==> config.mk <==
export PLATFORM = sky130hd
export DESIGN_NAME = rom_4kb_arbiter
export DESIGN_NICKNAME = d
export VERILOG_FILES = /design/src/rtl/rom_4kb_arbiter.sv
export SDC_FILE = /design/constraint.sdc
export NUM_CORES = 1
export LEC_CHECK = 0
export CAP_MARGIN = 20
export CORE_MARGIN = 4
export CORE_UTILIZATION = 40
export DETAILED_ROUTE_END_ITERATION = 8
export GPL_TIMING_DRIVEN = 0
export PLACE_DENSITY = 0.8
export SETUP_SLACK_MARGIN = 0.3
export SLEW_MARGIN = 15
export SYNTH_ARGS = -nofsm -noshare
export SYNTH_HDL_FRONTEND = slang
export SYNTH_SLANG_ARGS = --single-unit
export TNS_END_PERCENT = 30
==> constraint.sdc <==
create_clock -name clk -period 2.1 [get_ports clk]
set_input_delay 0.42 -clock clk [delete_from_list [all_inputs] [get_ports clk]]
set_output_delay 0.42 -clock clk [all_outputs]
set_load 0.03 [all_outputs]
==> src/rtl/rom_4kb_arbiter.sv <==
// Two-requester round-robin arbiter/sequencer for a 4 KB byte-wide synchronous memory.
// Optional write protection of the low region is enabled by defining MEM_WR_PROTECT_EN.
module rom_4kb_arbiter #(
    parameter int unsigned       ADDR_W   = 12,
    parameter int unsigned       DATA_W   = 8,
    parameter int unsigned       RD_LAT   = 1,
    parameter logic [ADDR_W-1:0] PROT_TOP = ADDR_W'(12'h0FF)
) (
    input  logic              clk,
    input  logic              rst_n,
    input  logic              req0_valid,
    output logic              req0_ready,
    input  logic              req0_we,
    input  logic [ADDR_W-1:0] req0_addr,
    input  logic [DATA_W-1:0] req0_wdata,
    input  logic              req1_valid,
    output logic              req1_ready,
    input  logic              req1_we,
    input  logic [ADDR_W-1:0] req1_addr,
    input  logic [DATA_W-1:0] req1_wdata,
    output logic              rsp0_valid,
    output logic [DATA_W-1:0] rsp0_rdata,
    output logic              rsp0_err,
    output logic              rsp1_valid,
    output logic [DATA_W-1:0] rsp1_rdata,
    output logic              rsp1_err,
    output logic              mem_we,
    output logic [ADDR_W-1:0] mem_addr,
    output logic [DATA_W-1:0] mem_wdata,
    input  logic [DATA_W-1:0] mem_rdata,
    output logic              busy,
    output logic              grant_id
);

    localparam int unsigned CNT_W = 3;

    typedef enum logic [1:0] {IDLE, ACCESS, WAIT, RESP} state_t;

    state_t            state, state_nx;
    logic [CNT_W-1:0]  cnt, cnt_nx;
    logic              favour, favour_nx;
    logic              lat_we, lat_we_nx;
    logic              lat_err, lat_err_nx;
    logic              mem_we_nx;
    logic [ADDR_W-1:0] mem_addr_nx;
    logic [DATA_W-1:0] mem_wdata_nx;
    logic              busy_nx, grant_nx;
    logic              rsp0_valid_nx, rsp1_valid_nx;
    logic              rsp0_err_nx, rsp1_err_nx;
    logic [DATA_W-1:0] rsp0_rdata_nx, rsp1_rdata_nx;

    logic              any_c, sel_c, accept_c, sel_we_c, prot_c;
    logic [ADDR_W-1:0] sel_addr_c;
    logic [DATA_W-1:0] sel_wdata_c;

    // On contention the requester not granted last wins; otherwise the lone requester.
    assign any_c       = req0_valid | req1_valid;
    assign sel_c       = (req0_valid && req1_valid) ? favour : req1_valid;
    assign req0_ready  = rst_n && (state == IDLE) && any_c && !sel_c;
    assign req1_ready  = rst_n && (state == IDLE) && any_c &&  sel_c;
    assign accept_c    = req0_ready | req1_ready;
    assign sel_we_c    = sel_c ? req1_we    : req0_we;
    assign sel_addr_c  = sel_c ? req1_addr  : req0_addr;
    assign sel_wdata_c = sel_c ? req1_wdata : req0_wdata;

`ifdef MEM_WR_PROTECT_EN
    assign prot_c = sel_we_c && (sel_addr_c <= PROT_TOP);
`else
    assign prot_c = 1'b0;
    logic unused_prot;
    assign unused_prot = ^PROT_TOP;
`endif

    always_ff @(posedge clk or negedge rst_n) begin
        if (!rst_n) begin
            state      <= IDLE;
            cnt        <= '0;
            favour     <= 1'b0;
            lat_we     <= 1'b0;
            lat_err    <= 1'b0;
            mem_we     <= 1'b0;
            mem_addr   <= '0;
            mem_wdata  <= '0;
            busy       <= 1'b0;
            grant_id   <= 1'b0;
            rsp0_valid <= 1'b0;
            rsp1_valid <= 1'b0;
            rsp0_err   <= 1'b0;
            rsp1_err   <= 1'b0;
            rsp0_rdata <= '0;
            rsp1_rdata <= '0;
        end else begin
            state      <= state_nx;
            cnt        <= cnt_nx;
            favour     <= favour_nx;
            lat_we     <= lat_we_nx;
            lat_err    <= lat_err_nx;
            mem_we     <= mem_we_nx;
            mem_addr   <= mem_addr_nx;
            mem_wdata  <= mem_wdata_nx;
            busy       <= busy_nx;
            grant_id   <= grant_nx;
            rsp0_valid <= rsp0_valid_nx;
            rsp1_valid <= rsp1_valid_nx;
            rsp0_err   <= rsp0_err_nx;
            rsp1_err   <= rsp1_err_nx;
            rsp0_rdata <= rsp0_rdata_nx;
            rsp1_rdata <= rsp1_rdata_nx;
        end
    end

    // Next state plus next values of every registered output.
    always_comb begin
        state_nx      = state;
        cnt_nx        = cnt;
        favour_nx     = favour;
        lat_we_nx     = lat_we;
        lat_err_nx    = lat_err;
        mem_we_nx     = 1'b0;
        mem_addr_nx   = mem_addr;
        mem_wdata_nx  = mem_wdata;
        busy_nx       = busy;
        grant_nx      = grant_id;
        rsp0_valid_nx = 1'b0;
        rsp1_valid_nx = 1'b0;
        rsp0_err_nx   = 1'b0;
        rsp1_err_nx   = 1'b0;
        rsp0_rdata_nx = rsp0_rdata;
        rsp1_rdata_nx = rsp1_rdata;

        case (state)
            IDLE: begin
                if (accept_c) begin
                    state_nx     = ACCESS;
                    mem_addr_nx  = sel_addr_c;
                    mem_wdata_nx = sel_wdata_c;
                    mem_we_nx    = sel_we_c && !prot_c;
                    lat_we_nx    = sel_we_c;
                    lat_err_nx   = prot_c;
                    grant_nx     = sel_c;
                    favour_nx    = !sel_c;
                    busy_nx      = 1'b1;
                end
            end
            ACCESS: begin
                cnt_nx = '0;
                if (lat_we) begin
                    state_nx      = RESP;
                    rsp0_valid_nx = !grant_id;
                    rsp1_valid_nx =  grant_id;
                    rsp0_err_nx   = lat_err && !grant_id;
                    rsp1_err_nx   = lat_err &&  grant_id;
                end else begin
                    state_nx = WAIT;
                end
            end
            WAIT: begin
                if (cnt == CNT_W'(RD_LAT - 1)) begin
                    state_nx      = RESP;
                    rsp0_valid_nx = !grant_id;
                    rsp1_valid_nx =  grant_id;
                    if (grant_id) rsp1_rdata_nx = mem_rdata;
                    else          rsp0_rdata_nx = mem_rdata;
                end else begin
                    cnt_nx = cnt + CNT_W'(1);
                end
            end
            RESP: begin
                state_nx = IDLE;
                busy_nx  = 1'b0;
            end
            default: begin
                state_nx = IDLE;
                busy_nx  = 1'b0;
            end
        endcase
    end

endmodule

==> results.py <==
metrics = {
    "status": {
        "outcome": "finished clean",
    },
    "clock_network": {
        "cts_tree": "done",
        "path_clk_slew_ns": 0.09,
        "cts_buffers": 5,
        "clk_path_buf_depth": 2,
        "clk_latency_ns": 0.30,
        "clkSinkCount": 48,
        "cts_max_level": 2,
        "root_buffer": "clkbuf_8",
    },
    "grt": {
        "grt_pass1_vias": 1830,
        "grt_pass1_wl_um": 8645,
        "antenna_found_initial": 0,
        "grt_max_degree": 29,
        "grt.overflow.total": 0,
        "track_usage": 0.1708,
    },
    "setup_path": {
        "crit_fanout": 3,
        "cp.required_ns": 1.68,
        "crit_type": "reg -> out",
        "r2r_start": "state[0]",
        "cp.arrival_ns": 1.48,
        "cp-startpoint": "state[0]",
        "worstSetupEndpointType": "output port",
        "crit_path_start_kind": "flop",
    },
    "pwr": {
        "leakagePower_uw": 0.001606,
        "powerDensity_nw_per_um2": 1489,
        "ir_drop_uv": 691.1,
    },
    "detailed_routing": {
        "vias_per_cell": 4.963,
        "routed_wl_um": 5570,
        "drcViolationCount": 0,
        "drt_iter0_markers": 59,
        "drt_pass1_iterations": 4,
        "antenna_left": 0,
        "vias": 1742,
        "avgRoutedWirePerCell_um": 15.87,
    },
    "layout": {
        "area_growth_pct": 62.91,
        "nNetsFinal": 341,
        "drive_gt1_frac": 0.2242,
        "antenna_cells": 0,
        "final_cell_count_no_fill": 351,
    },
    "logic_synthesis": {
        "async_reset_ff_frac": 1.000,
        "synth_common_cells": "dfrtp_1, a221o_1, and2_0",
        "ys_seq_area_frac": 0.5486,
        "synth_cells": 163,
        "yosysUniqueCellTypes": 32,
        "synth_most_common_cell": "dfrtp_1",
        "synth_top_area_share": 0.5486,
        "synth_top_area_cell": "dfrtp_1",
        "synth_seq_cells": 48,
        "netlist_top_cells_area": "dfrtp_1, a221o_1, mux2_4",
        "synth_ff_type": "dfrtp_1",
        "synth_edf_count": 0,
        "syn_area_per_cell_um2": 13.43,
        "syn_area_um2": 2190,
        "ys_warn_count": 0,
    },
    "sta": {
        "finalSetupViolations": 0,
        "fmax_mhz": 526.1,
        "period_minus_slack_ns": 1.901,
        "rsz0062_at_grt": "yes",
        "slew_viol_final": 0,
        "min_period_over_period": 0.9051,
        "hold_viol_final": 0,
        "final_critical_path_setup_slack_ns": 0.1993,
        "finalClockSkew_ns": 0.003827,
    },
    "floorplan": {
        "fp.dieW_um": 81.99,
        "design.die.area_um2": 6722,
        "pin_count": 99,
        "start_util": 0.4207,
        "fp-row-count": 26,
        "core_area_um2": 5205,
        "die_h_um": 81.99,
    },
    "placement": {
        "place_inst": 331,
        "hpwl_um": 4001,
        "pre_cts_ws_ns": -0.6759,
        "gp_congestion": 0.7321,
        "io_buffers": 96,
    },
    "flow_run": {
        "drv_cap": 0,
    },
    "min_path": {
        "hold_path.class": "in -> async",
    },
}
-- where the power goes --
group	switching (uW)	total, uW	internal (uW)
clock	322	801	479
sequential	232	1560	1330
combinational	1480	2940	1470
total	2030	5310	3280
-- what timing repair did --
action                     4_1_cts  5_1_grt
setup buffers                    9        3
resized for setup               25       11
hold buffers                     0        0
pin swaps                        1        1
setup endpoints to repair       23       45
-- path summary, 6_finish.rpt --
kind | end | slack (ns) | depth (start not counted)
max in group asynchronous | mem_wdata[4] | 1.62 | 2
min in group clk | rsp1_rdata[3] | 0.51 | 1
min | state[0] | 0.03 | 1
max reg2reg | rsp0_rdata[4] | 0.37 | 7
min reg2reg | rsp1_rdata[3] | 0.51 | 1
max | req0_ready | 0.20 | 6
-- metrics by stage --
stage / power, uW / hold WS, ns / area, um^2 / utilization / setup TNS, ns
4_1_cts: 5288 / 0.009906 / 3495 / 0.6714 / 0
6_report: 5311 / 0.03019 / 3567 / 0.6853 / 0
3_3_place_gp: 4285 / 0.4883 / 3242 / 0.6228 / -89.01
5_1_grt: 5616 / 0.03201 / 3567 / 0.6853 / 0
2_1_floorplan: 3238 / 0.1244 / 2193 / - / 0
3_5_place_dp: 4335 / 0.4490 / 3257 / 0.6257 / -1.307
-- critical path, stage by stage, from the launching register on --
cell and delay, ns:
dfrtp_1 0.41, inv_2 0.09, ha_4 0.17, nand3_4 0.09
a21oi_4 0.17, buf_6 0.13, buf_6 0.12
-- kinds of logic (layout without fill, tap and decap cells) --
family / count (synthesis) / after routing / synth area share
DFF: 48 / 48 / 0.5486
and+or+nand+nor: 39 / 39 / 0.1063
AOI/OAI and AO/OA: 32 / 32 / 0.1400
muxes: 21 / 21 / 0.1194
buffers and inverters: 15 / 132 / 0.04400
adders and majority gates: 7 / 7 / 0.04000
other: 1 / 2 / 0.001713
-- sequential cells by signal, indices dropped and copies added (netlist names), 2 cells and up --
signal,count
mem_addr,12
cnt,3
state,2
mem_wdata,8
rsp0_rdata,8
rsp1_rdata,8
-- layout by cell type (no fill, tap or decap), drive strengths merged, types with 2 or more instances in the layout --
cell / Yosys / layout
buf: 9 / 25
and2: 22 / 22
nor2: 3 / 3
a21o: 2 / 2
ha: 7 / 7
mux2: 17 / 17
a21oi: 3 / 3
clkbuf: 0 / 5
and3: 2 / 2
inv: 6 / 7
bufinv: 0 / 2
mux2i: 4 / 4
a221o: 21 / 21
dlygate4sd2: 0 / 3
dlymetal6s2s: 0 / 3
dfrtp: 48 / 48
clkdlybuf4s50: 0 / 87
nand3: 2 / 2
nand2: 4 / 4
conb: 1 / 2
nor2b: 2 / 2
nand2b: 2 / 2
-- metal layers --
layer | global-route usage | vias to the layer above | routed length, um
li1 | - | 823 | -
met1 | 0.2091 | 834 | 2276
met2 | 0.2714 | 78 | 2678
met3 | 0.07346 | 7 | 533
met4 | 0.05482 | 0 | 82
met5 | 0 | - | 0
-- area by class of cell --
| type | count | area (um^2) |
|---|---|---|
| Tap cell | 70 | 87.58 |
| Fill cell | 392 | 1638 |
| Timing Repair Buffer | 109 | 1075 |
| Clock inverter | 3 | 68.82 |
| Multi-Input combinational cell | 101 | 962.2 |
| Sequential cell | 48 | 1201 |
| Clock buffer | 5 | 68.82 |
| Inverter | 6 | 22.52 |
| Buffer | 9 | 81.33 |
Power figures use the tool's default switching activity.
